<file path="config.mk">
export PLATFORM = sky130hd
export DESIGN_NAME = line_scan
export DESIGN_NICKNAME = d
export VERILOG_FILES = /design/src/rtl/line_scan.sv
export SDC_FILE = /design/constraint.sdc
export NUM_CORES = 2
export LEC_CHECK = 0
export CAP_MARGIN = 20
export CORE_MARGIN = 1
export CORE_UTILIZATION = 35
export DETAILED_ROUTE_END_ITERATION = 6
export SKIP_CTS_REPAIR_TIMING = 1
export SKIP_LAST_GASP = 1
export SYNTH_ARGS = -nofsm -noshare
export SYNTH_HDL_FRONTEND = slang
export SYNTH_SLANG_ARGS = --single-unit
export TNS_END_PERCENT = 20
</file>
<file path="constraint.sdc">
create_clock -name clk_i -period 9.2 [get_ports clk_i]
set_input_delay 0.92 -clock clk_i [delete_from_list [all_inputs] [get_ports clk_i]]
set_output_delay 0.92 -clock clk_i [all_outputs]
set_load 0.02 [all_outputs]
</file>
<file path="src/rtl/line_scan.sv">
// Snapshots a parallel obstacle line and streams it one column per pixel strobe,
// tracking the longest open (0) run as it goes.
module line_scan #(
    parameter int WIDTH = 640,
    parameter int CW    = $clog2(WIDTH + 1)
) (
    input  logic             clk_i,
    input  logic             reset_i,
    input  logic [WIDTH-1:0] line_i,
    input  logic             req_i,
    input  logic             pix_en_i,
    output logic             ack_o,
    output logic             busy_o,
    output logic             pix_o,
    output logic             pix_valid_o,
    output logic [CW-1:0]    col_o,
    output logic             done_o,
    output logic [CW-1:0]    gap_start_o,
    output logic [CW-1:0]    gap_len_o
);

    typedef enum logic {IDLE, SCAN} state_t;

    state_t           state, state_nxt;
    logic [WIDTH-1:0] shadow;
    logic [CW-1:0]    col;
    logic [CW-1:0]    cur_len, cur_start, best_len, best_start;

    logic             capture, consume, last, bit_now, new_best;
    logic [CW-1:0]    run_len, run_start, fin_len, fin_start;

    assign capture = (state == IDLE) && req_i;
    assign consume = (state == SCAN) && pix_en_i;
    assign last    = consume && (col == CW'(WIDTH - 1));
    assign bit_now = shadow[col];

    // Best is resolved combinationally so a run that ends on the final
    // column is already included in the values latched at done.
    assign run_len   = cur_len + CW'(1);
    assign run_start = (cur_len == '0) ? col : cur_start;
    assign new_best  = !bit_now && (run_len > best_len);
    assign fin_len   = new_best ? run_len : best_len;
    assign fin_start = new_best ? run_start : best_start;

    always_ff @(posedge clk_i or negedge reset_i) begin
        if (!reset_i) state <= IDLE;
        else          state <= state_nxt;
    end

    always_comb begin
        state_nxt = state;
        case (state)
            IDLE:    if (req_i) state_nxt = SCAN;
            SCAN:    if (last)  state_nxt = IDLE;
            default: state_nxt = IDLE;
        endcase
    end

    always_ff @(posedge clk_i or negedge reset_i) begin
        if (!reset_i) begin
            shadow      <= '1;
            col         <= '0;
            cur_len     <= '0;
            cur_start   <= '0;
            best_len    <= '0;
            best_start  <= '0;
            ack_o       <= 1'b0;
            busy_o      <= 1'b0;
            pix_o       <= 1'b0;
            pix_valid_o <= 1'b0;
            col_o       <= '0;
            done_o      <= 1'b0;
            gap_start_o <= '0;
            gap_len_o   <= '0;
        end else begin
            ack_o       <= 1'b0;
            done_o      <= 1'b0;
            pix_valid_o <= 1'b0;
            if (capture) begin
                shadow     <= line_i;
                col        <= '0;
                cur_len    <= '0;
                cur_start  <= '0;
                best_len   <= '0;
                best_start <= '0;
                ack_o      <= 1'b1;
                busy_o     <= 1'b1;
            end
            if (consume) begin
                pix_o       <= bit_now;
                col_o       <= col;
                pix_valid_o <= 1'b1;
                col         <= col + CW'(1);
                if (bit_now) begin
                    cur_len <= '0;
                end else begin
                    cur_len   <= run_len;
                    cur_start <= run_start;
                end
                best_len   <= fin_len;
                best_start <= fin_start;
                if (last) begin
                    done_o      <= 1'b1;
                    busy_o      <= 1'b0;
                    gap_len_o   <= fin_len;
                    gap_start_o <= (fin_len == '0) ? '0 : fin_start;
                end
            end
        end
    end

endmodule

</file>
==> summary.md <==
| Metric | Value |
|---|---|
| Layout net count | `4837` |
| Drt via density | `4.99` |
| Number of distinct standard cells referenced by the synthesized netlist | `66` |
| Outcome | `complete, no violations` |
| Cell taking the most area after synthesis | `dfstp_2` |
| Most frequent cells in the layout | `2013 x nand2_1, 677 x clkdlybuf4s50_1, 640 x dfstp_2, 125 x mux4_2, 105 x mux2i_1` |
| Layout area overhead | `31.4%` |
| Clock tree skew after final layout | `0.0254 ns` |
| Number of design-rule violations left by the first detailed-router iteration | `2056` |
| Setup repair after global routing missed its margin | `no` |
| Max Buffers Root-to-Sink | `3` |
| Number of nets with antenna violations after routing | `0` |
| Final min period | `5.14 ns` |
| Placer's final routability congestion estimate | `0.881` |
| Clock edge transition at the registers on the reported setup and hold paths | `0.06 ns` |
| Total negative slack for setup checks | `0 ns` |
| Area of the placeable core | `0.0967 mm2` |
| Final period util | `0.559` |
| Final hold viol count | `0` |
| First-pass iteration count of the detailed router | `6` |
| Cells after synthesis | `3609` |
| FF/Latch Area | `0.0190 mm2` |
| CTS H-Tree Depth | `3` |
| Maximum Capacitance Violations | `0` |
| Largest driver fanout on the critical path | `48` |
| IO buf count | `678` |
| Initial core utilization | `0.354` |
| Wirelength, routed | `122000 um` |
| Worst path arrival time | `5.69 ns` |
| Worst min-delay path class | `input pin to async pin` |
| Combined area of the multi-input logic cells | `0.0141 mm2` |
| Biggest area contributors in the synthesized netlist | `dfstp_2 49%, nand2_1 22%, mux4_2 8.2%` |
| Share of post-route cells with drive strength above 1 | `0.231` |
| Synth async-reset ratio | `1.00` |
| Cell mode on critical path | `buf_4` |
| Most frequent standard cell in the layout excluding fill and tap cells | `nand2_1` |
| Power per unit of standard cell area | `282 mW/mm2` |
| Synthesized area | `0.0342 mm2` |
| Worst flop-to-flop path startpoint | `col[0]` |
| Crit path kind | `flop to flop` |
| Highest achievable clock rate | `195 MHz` |
| Worst Hold Margin | `0.324 ns` |
| IO Pins | `679` |
| Wire length of the first global-routing pass | `178000 um` |
| HPWL after detailed placement | `86200 um` |
| Fraction of post-synthesis cell area in the top cell type by area | `0.492` |
| CTS Root Buffer Type | `clkbuf_16` |
| Number of synthesized flops with an enable pin | `0` |
| Total routing usage reported by global routing | `0.243` |
| Warning count from the yosys run | `0` |
| Vias in the first global route | `28.1k` |
| Vertical die dimension | `315 um` |
| Final standard cell utilization of the core | `0.465` |
| WL per Instance | `22.1 um` |
| Layer carrying the most global-route usage | `met2` |
| Critical path buffer and inverter count | `3` |
| Leakage | `19.9 nW` |
| Standard-cell row count | `114` |
| Die ar. | `0.0990 mm2` |
| Critical Path Sink Type | `flop` |
| Maximum resistive drop on vdd | `0.177 mV` |
| Final setup fails | `0` |
| Number of buffers added by the clock tree synthesis step | `84` |
| Crit path max-delay family | `compound AO/OA/AOI/OAI gates` |
| Standard cell with the maximum stage delay on the critical path | `buf_4` |
| Vias | `27.7k` |
| FILL cells | `9266` |
| Timing startpoint of the critical path | `col[0]` |
| Clock network latency to the later pin of the worst-skew pair | `0.65 ns` |
| Remaining design rule violation count | `0` |
| Met1 routing resource usage after global routing | `0.313` |
| Number of clock sinks | `726` |
| Clock tree from TritonCTS | `built` |
| Met3 track utilization from global routing | `0.0464` |
| Worst slew margin | `0.262` |
| Global-route congestion overflow total | `0` |
| Maximum number of pins on one net before global-route repair | `201` |
| Syn avg cell area | `9.47 um2` |
| CP Data Required Time | `9.75 ns` |
| Synthesized flop and latch total | `726` |
| Stage delay of the slowest cell on the critical path | `0.75 ns` |
| CP cell instances | `buf_4 > mux4_2 > a22o_1 > a211oi_1 > a21oi_1 > a22o_1 > a21oi_1 > o311ai_4 > buf_4 > nor3_1 > buf_4 > mux2i_1` |
| Dominant synthesized flop cell | `dfstp_2` |
| Setup slack, reg-to-reg | `4.06 ns` |
| Sequential element share of the synthesized area | `0.555` |
| Worst Setup Start Kind | `flop` |
| GRT met2 Usage | `0.397` |
| Die span in x | `315 um` |
| Final max-slew violation count | `0` |
| Worst-margin pin slew | `1.11 ns` |
| Number of antenna violations at the first check in global routing | `23` |
| Nets in the synthesized netlist | `4266` |
[routing by layer]
layer  vias up  routed length, um
li1      12900                  -
met1     13600              50100
met2       926              59300
met3       232               7370
met4        16               5380
met5         -                 94
[cell type report]
cell class              instances  area share
clock buffers                 122      0.0548
inverters                      36     0.00317
clock inverters                33     0.00988
multi-input cells            2618       0.314
flip-flops and latches        726       0.422
well taps                    1276      0.0355
diodes                         13    0.000724
repair buffers                714       0.160
[registers in the layout (all words and copies together), names as in the netlist]
signal       count
ack_o            1
pix_o            1
best_start      10
busy_o           1
gap_len_o       10
pix_valid_o      1
gap_start_o     10
cur_len         10
cur_start       10
col_o           10
done_o           1
col             10
best_len        10
state            1
shadow         640
[synth_stat cells, types with 23 or more instances]
library cell  instances
inv_1                32
mux4_2              125
a21oi_1              30
nand3_1              24
clkbuf_1            183
a22oi_1              24
mux2i_1             105
dfstp_2             640
dfrtp_1              86
nand2_1            2013
nor2_1               36
o21ai_0              26
mux2_2               23
[cells by family after synthesis]
group,after synthesis,synth area share
adders and majority gates,13,0.00476
muxes,253,0.121
xor gates and xnor gates,8,0.00205
AOI/OAI and AO/OA,217,0.0457
and+or+nand+nor,2127,0.239
buffers and inverters,265,0.0333
DFF,726,0.555
[power by group]
part           total [W]  leakage [nW]  internal, W  switching (W)
combinational    0.00369          10.6      0.00168        0.00201
sequential       0.00549          7.86      0.00483       0.000665
clock            0.00351          1.43      0.00210        0.00141
total             0.0127          19.9      0.00861        0.00409
[final timing paths]
| path | to | cells after the start |
|---|---|---|
| worst min register to register | shadow[174] | 2 |
| worst min-delay path | ack_o | 1 |
| worst max-delay path | cur_start[8] | 12 |
| min in group clk_i | shadow[174] | 2 |
| worst max register to register | cur_start[8] | 12 |
| max in group asynchronous | shadow[341] | 3 |
[worst reg2reg max path: cells and delay by family, from the launching register on]
| family | cells | cell delay [ns] |
|---|---|---|
| flops | 1 | 0.67 |
| simple gates | 1 | 0.69 |
| compound gates | 6 | 1.52 |
| mux | 2 | 0.88 |
| buf+inv | 3 | 1.31 |
[through the flow]
stage	cells	total power (W)	cell area, um2	worst slack [ns]
finish	5538	0.0127	44900	4.06
global placement	5369	0.00913	42000	3.98
global route	5536	0.0134	44900	3.69
floorplan	3609	0.00780	34200	5.90
CTS	5525	0.0128	44900	3.98
detailed placement	5370	0.00923	42000	4.05
No activity file was read; power rests on OpenSTA's default activity.
